### src/rtl/pll_pkg.sv
// Shared definitions for the digital PLL blocks: pending-counter width,
// ID phase encoding and the saturating signed accumulator helper.
package pll_pkg;

  localparam int PEND_WIDTH = 4;

  // Two-bit ID phase; bit 1 is the ID output level.
  typedef enum logic [1:0] {
    PH_LOW0  = 2'd0,
    PH_LOW1  = 2'd1,
    PH_HIGH0 = 2'd2,
    PH_HIGH1 = 2'd3
  } phase_e;

  // Add a small signed delta to a signed counter, clamping to +/-limit.
  function automatic logic signed [PEND_WIDTH-1:0] sat_add(
    input logic signed [PEND_WIDTH-1:0] value,
    input int                           delta,
    input int                           limit
  );
    int sum;
    sum = int'(value) + delta;
    if (sum > limit) begin
      sum = limit;
    end else if (sum < -limit) begin
      sum = -limit;
    end
    return PEND_WIDTH'(sum);
  endfunction

endpackage

### src/rtl/id_counter_divide_by_n.sv
// DivideByN: counts rising edges of the corrected ID wave and produces the
// phase-detector feedback wave. The ratio is latched at reset and at each
// wrap so a new divider value never truncates a divide cycle in flight.
module divide_by_n #(
  parameter int DIV_WIDTH = 8
) (
  input  logic                 clk_i,
  input  logic                 reset_i,
  input  logic                 rise_i,
  input  logic [DIV_WIDTH-1:0] divider_i,
  output logic                 div_out_o
);

  logic [DIV_WIDTH-1:0] count;
  logic [DIV_WIDTH-1:0] count_next;
  logic [DIV_WIDTH-1:0] nlat;
  logic [DIV_WIDTH-1:0] nlat_next;

  // Ratios below 2 cannot produce a two-level wave, so they run as 2.
  function automatic logic [DIV_WIDTH-1:0] norm_ratio(input logic [DIV_WIDTH-1:0] ratio);
    return (ratio < DIV_WIDTH'(2)) ? DIV_WIDTH'(2) : ratio;
  endfunction

  // Next count and ratio on each ID rising edge; wrap reloads the ratio.
  always_comb begin
    // NOTE: every combinational output gets a default first so no path leaves
    // it unassigned, which would otherwise infer a latch.
    count_next = count;
    nlat_next  = nlat;
    if (rise_i) begin
      if (count == nlat - DIV_WIDTH'(1)) begin
        count_next = '0;
        nlat_next  = norm_ratio(divider_i);
      end else begin
        count_next = count + DIV_WIDTH'(1);
      end
    end
  end

  // Register count, latched ratio and the output level derived from them.
  always_ff @(posedge clk_i) begin
    if (reset_i) begin
      count     <= '0;
      nlat      <= norm_ratio(divider_i);
      div_out_o <= 1'b0;
    end else begin
      // NOTE: sequential state uses non-blocking assignments so every register
      // samples pre-edge values regardless of statement order.
      count     <= count_next;
      nlat      <= nlat_next;
      div_out_o <= (count_next >= (nlat_next >> 1));
    end
  end

endmodule

### src/rtl/id_counter.sv
// Increment/decrement counter: turns the ID tick stream into a nominal /4
// wave, shortens or stretches one period per pending loop-filter correction,
// and feeds the corrected wave through DivideByN to the phase detector.
module id_counter
  import pll_pkg::*;
#(
  parameter int DIV_WIDTH = 8,
  parameter int PEND_MAX  = 3
) (
  input  logic                  clk_i,
  input  logic                  reset_i,
  input  logic                  idClkEn_i,
  input  logic                  carry_i,
  input  logic                  borrow_i,
  input  logic [DIV_WIDTH-1:0]  divider_i,
  output logic                  idOut_o,
  output logic                  divOut_o,
  output logic                  adjusted_o,
  output logic [PEND_WIDTH-1:0] pending_o
);

  phase_e                       phase;
  phase_e                       phase_next;
  logic                         serviced;
  logic signed [PEND_WIDTH-1:0] pending;
  logic                         do_advance;
  logic                         do_retard;
  logic                         rise;
  int                           pend_delta;

  // Service decision at phase 1 and the resulting next phase and pending delta.
  always_comb begin
    phase_next = phase;
    do_advance = 1'b0;
    do_retard  = 1'b0;
    if (idClkEn_i) begin
      if (phase == PH_LOW1 && !serviced && pending > 0) begin
        do_advance = 1'b1;
        phase_next = PH_HIGH1;
      end else if (phase == PH_LOW1 && !serviced && pending < 0) begin
        do_retard  = 1'b1;
        phase_next = PH_LOW1;
      end else begin
        phase_next = phase_e'(phase + 2'd1);
      end
    end
    // An advance consumes a positive correction, a retard a negative one.
    pend_delta = int'(carry_i) - int'(borrow_i)
               - (do_advance ? 1 : 0) + (do_retard ? 1 : 0);
    rise = idClkEn_i && !phase[1] && phase_next[1];
  end

  // Phase FSM, one-correction-per-period flag, pending counter and strobe.
  always_ff @(posedge clk_i) begin
    // NOTE: reset is synchronous and covers every register; there is no
    // memory here, so nothing is left to power-up state.
    if (reset_i) begin
      phase      <= PH_LOW0;
      serviced   <= 1'b0;
      pending    <= '0;
      adjusted_o <= 1'b0;
    end else begin
      phase <= phase_next;
      if (idClkEn_i && phase == PH_HIGH1) begin
        serviced <= 1'b0;
      end else if (do_advance || do_retard) begin
        serviced <= 1'b1;
      end
      pending    <= sat_add(pending, pend_delta, PEND_MAX);
      adjusted_o <= do_advance || do_retard;
    end
  end

  assign idOut_o   = phase[1];
  assign pending_o = pending;

  divide_by_n #(
    .DIV_WIDTH (DIV_WIDTH)
  ) u_divide_by_n (
    .clk_i     (clk_i),
    .reset_i   (reset_i),
    .rise_i    (rise),
    .divider_i (divider_i),
    .div_out_o (divOut_o)
  );

endmodule

### config.mk
export PLATFORM = sky130hd
export DESIGN_NAME = id_counter
export DESIGN_NICKNAME = d
export VERILOG_FILES = /design/src/rtl/pll_pkg.sv /design/src/rtl/id_counter_divide_by_n.sv /design/src/rtl/id_counter.sv
export SDC_FILE = /design/constraint.sdc
export NUM_CORES = 1
export LEC_CHECK = 0
export BUFFER_PORTS_ARGS = -buffer_cell sky130_fd_sc_hd__buf_2
export CAP_MARGIN = 20
export CORE_MARGIN = 2
export CORE_UTILIZATION = 59
export DETAILED_ROUTE_END_ITERATION = 6
export GPL_TIMING_DRIVEN = 0
export PLACE_DENSITY_LB_ADDON = 0.08
export SYNTH_ARGS = -nofsm -noshare
export SYNTH_HDL_FRONTEND = slang
export SYNTH_SLANG_ARGS = --single-unit
### constraint.sdc
create_clock -name clk_i -period 4.17 [get_ports clk_i]
set_input_delay 0.834 -clock clk_i [delete_from_list [all_inputs] [get_ports clk_i]]
set_output_delay 0.834 -clock clk_i [all_outputs]
set_load 0.05 [all_outputs]
==> qor_table.md <==
| Item | Value | Unit |
|---|---|---|
| Total count of hold-check failures in the final report | 0 | - |
| Clock tree from TritonCTS | built | - |
| Die X | 60.5 | um |
| Pre-CTS worst setup slack | 568 | ps |
| Peak supply drop | 0.365 | mV |
| N_diodes | 0 | - |
| Final setup margin | 513 | ps |
| # DRC | 0 | - |
| Prevailing post-synth register cell | sky130_fd_sc_hd__dfxtp_1 | - |
| Core region area | 3050 | sq um |
| Async set-reset flop share out of synthesis | 0 | % |
| Fraction of post-synthesis cell area in the top cell type by area | 25.5 | % |
| Count of state elements after synthesis | 25 | - |
| Fraction of final layout cells with drive strength greater than 1 | 16.3 | % |
| Top cells by area in the synthesized netlist | sky130_fd_sc_hd__dfxtp_1 26%, sky130_fd_sc_hd__ha_1 13%, sky130_fd_sc_hd__xor2_1 6.5% | - |
| Total Die Area | 3660 | sq um |
| Reg2Reg Setup Slack | 510 | ps |
| Master cell of the clock root buffer | sky130_fd_sc_hd__clkbuf_4 | - |
| Power density normalized to cell area | 435 | nW/um^2 |
| Post-detailed-route via-to-cell ratio | 5.40 | - |
| Critical Setup Path Class | reg2reg | - |
| Leakage power figure | 0.941 | nW |
| Aggregate negative setup slack | 0 | ps |
| Maximum number of pins on one net before global-route repair | 15 | - |
| Number of setup violations in the final report | 0 | - |
| Library cell occupying the most area in the post-synthesis netlist | sky130_fd_sc_hd__dfxtp_1 | - |
| # port buffers | 18 | - |
| Switching share of total power | 44.1 | % |
| Post-synthesis instance area | 1880 | sq um |
| Post-synthesis to final-layout area growth | 9.17 | % |
| Overall overflow remaining after global route | 0 | - |
| Status | completed | - |
| Quantity of gates resized following cts | 0 | - |
| Proportion of synthesized chip area in sequential cells | 27.1 | % |
| Total routing resource utilization after global routing | 24.2 | % |
| Number of global-route vias before repair | 1418 | - |
| Post-Synthesis Net Count | 252 | - |
| Clock latency on the worst-skew pair | 320 | ps |
| Inst Count DP | 280 | - |
| Number of maximum-capacitance violations | 0 | - |
| Sequential share of power | 34.7 | % |
| Number of buffers created by CTS | 3 | - |
| Fmax achieved | 0.273 | GHz |
| Sink Count | 25 | - |
| Minimum clock period | 3660 | ps |
| Path category of the worst min-delay check | reg2reg | - |
| Initial cell density of the core | 61.7 | % |
| Number of synthesized flops with an enable pin | 1 | - |
| Average wire per cell in the routed design | 14.1 | um |
| Share of power burned in combinational logic | 52.9 | % |
| Number of top-level pins | 20 | - |
| Required arrival time at the worst endpoint | 4380 | ps |
| Antenna-violating nets left | 0 | - |
| Clock Power Share | 12.3 | % |
| Transition time of the tightest slew-check pin | 589 | ps |
| Number of vias in the routed layout | 1535 | - |
| Total half-perimeter wirelength after legalization and detailed placement | 3220 | um |
| DRT Pass-1 Iters | 4 | - |
| Rel. slew slack | 60.3 | % |
| Layout Skew | 3.46 | ps |
| Leading cell types in the layout, fill and taps excluded | 24 x sky130_fd_sc_hd__dfxtp_1, 21 x sky130_fd_sc_hd__buf_2, 20 x sky130_fd_sc_hd__inv_1 | - |
| Max Buffers Root-to-Sink | 2 | - |
| Kind of capture point of the worst setup path | register | - |
| Switching power summed over all nets | 0.394 | mW |
| Number of antenna violations at the first check in global routing | 0 | - |
| Depth of the CTS H-tree | 1 | - |
| Warnings, synthesis | 0 | - |
| Max-slew violation count | 0 | - |
| Share of the clock period used by the worst path after layout | 87.7 | % |
| Post-CTS clock slew at the launch and capture registers of the worst setup and hold paths | 140 | ps |
| Most common cell after layout, fill and taps aside | sky130_fd_sc_hd__dfxtp_1 | - |
| Count of non-filler cells in the finished layout | 284 | - |
| Synthesized instance count | 218 | - |
| Kind of launch point of the worst setup path | register | - |
| Internal portion of total power | 0.500 | mW |
| Unrepaired setup endpoints after global routing | no | - |
| Critical path fanouts, max | 5 | - |
| Number of rows in the core area | 20 | - |
| Synthesized area per cell | 8.64 | sq um |
| First-iteration detailed-routing DRC count | 138 | - |
| Post-CTS repair timing setup buffer count | 0 | - |
| Number of hold buffers added after cts | 0 | - |
| Final #Nets | 275 | - |
| Library cells used by synthesis | 46 | - |
| Crit path DAT | 3860 | ps |
| Detailed-route wire length | 4010 | um |
| First-pass GRT wire length | 6620 | um |
| GPL Wtd Cong | 0.838 | - |
| Chip height | 60.5 | um |
## synth_stat cells, types with 2 or more instances
library cell                n
sky130_fd_sc_hd__a21boi_0   2
sky130_fd_sc_hd__clkbuf_1   4
sky130_fd_sc_hd__a21o_1     2
sky130_fd_sc_hd__nor2_1    19
sky130_fd_sc_hd__and2_1     5
sky130_fd_sc_hd__nand3_1    5
sky130_fd_sc_hd__dfxtp_1   24
sky130_fd_sc_hd__nand2b_1   7
sky130_fd_sc_hd__nand4_1    8
sky130_fd_sc_hd__fa_1       2
sky130_fd_sc_hd__xnor2_1    3
sky130_fd_sc_hd__a211oi_1   2
sky130_fd_sc_hd__ha_1      19
sky130_fd_sc_hd__o21bai_1   2
sky130_fd_sc_hd__buf_2      3
sky130_fd_sc_hd__nand2_1   12
sky130_fd_sc_hd__mux2i_1    8
sky130_fd_sc_hd__nor3_1    13
sky130_fd_sc_hd__a21oi_1    7
sky130_fd_sc_hd__inv_1     20
sky130_fd_sc_hd__xor2_1    14
sky130_fd_sc_hd__mux2_4     7
sky130_fd_sc_hd__o21ai_0    7
## worst paths after layout
kind,from,endpoint,cells after the start
max,phase[1],pending_o[0],15
min,serviced,serviced,2
max reg2reg,phase[1],pending_o[0],15
min reg2reg,serviced,serviced,2
## per-layer routing
metal | GRT usage (%) | vias to the layer above | share of wire (%)
met5 | 0 | - | 0
met1 | 34.8 | 702 | 50
met2 | 38.8 | 24 | 46
met3 | 2.56 | 2 | 2.9
li1 | - | 807 | -
met4 | 6.21 | 0 | 0.47
## cell families (layout without fill, tap and decap cells)
kind of cell / count (synthesis) / in the layout / synth area share (%)
buffers and inverters: 30 / 52 / 6.78
adders and majority gates: 21 / 21 / 14.8
AOI/OAI and AO/OA: 32 / 32 / 12.4
DFF: 25 / 25 / 27.1
xor gates and xnor gates: 17 / 17 / 7.91
and+or+nand+nor: 78 / 78 / 21.3
muxes: 15 / 15 / 9.83
## state kept, by name, summed over array words and instances (netlist names)
name and flops:
serviced 1, u_divide_by_n.count 8, adjusted_o 1, pending_o 4
u_divide_by_n.div_out_o 1, phase 2, u_divide_by_n.nlat 8
## power groups by stage
stage                     clock network (mW)  registers, mW  logic, mW
after floorplan                            0          0.372      0.313
after global placement                     0          0.313      0.452
after detailed placement                   0          0.315      0.469
after CTS                              0.114          0.310      0.473
after global routing                   0.123          0.316      0.528
final                                  0.110          0.310      0.473
## per-stage QoR
step | hold WS [ps] | instance area (sq um) | power (mW) | util (%)
5_1_grt | 549 | 2060 | 0.967 | 67.3
3_3_place_gp | 467 | 2030 | 0.765 | 66.4
4_1_cts | 500 | 2060 | 0.897 | 67.3
2_1_floorplan | 449 | 1880 | 0.685 | -
3_5_place_dp | 479 | 2030 | 0.784 | 66.4
6_report | 503 | 2060 | 0.893 | 67.3
## layout make-up
class / count / area (sq um)
Buffer: 10 / 52.6
Clock buffer: 3 / 22.5
Clock inverter: 1 / 5.00
Fill cell: 272 / 997
Inverter: 20 / 75.1
Multi-Input combinational cell: 163 / 1240
Sequential cell: 25 / 510
Tap cell: 44 / 55.1
Timing Repair Buffer: 18 / 90.1
## critical path: stages, from the launching register on
cell,delay [ps]
sky130_fd_sc_hd__dfxtp_1,370
sky130_fd_sc_hd__inv_1,90
sky130_fd_sc_hd__ha_1,170
sky130_fd_sc_hd__nand2b_1,90
sky130_fd_sc_hd__nor3_1,370
sky130_fd_sc_hd__nand2_1,140
sky130_fd_sc_hd__ha_1,300
sky130_fd_sc_hd__inv_1,40
sky130_fd_sc_hd__fa_1,410
sky130_fd_sc_hd__fa_1,410
sky130_fd_sc_hd__nand2b_1,150
sky130_fd_sc_hd__a21boi_0,200
sky130_fd_sc_hd__o21ai_0,120
sky130_fd_sc_hd__and2_1,200
sky130_fd_sc_hd__o41ai_1,370
sky130_fd_sc_hd__a21oi_1,110
Note: power is estimated with default switching activity, not from simulation.
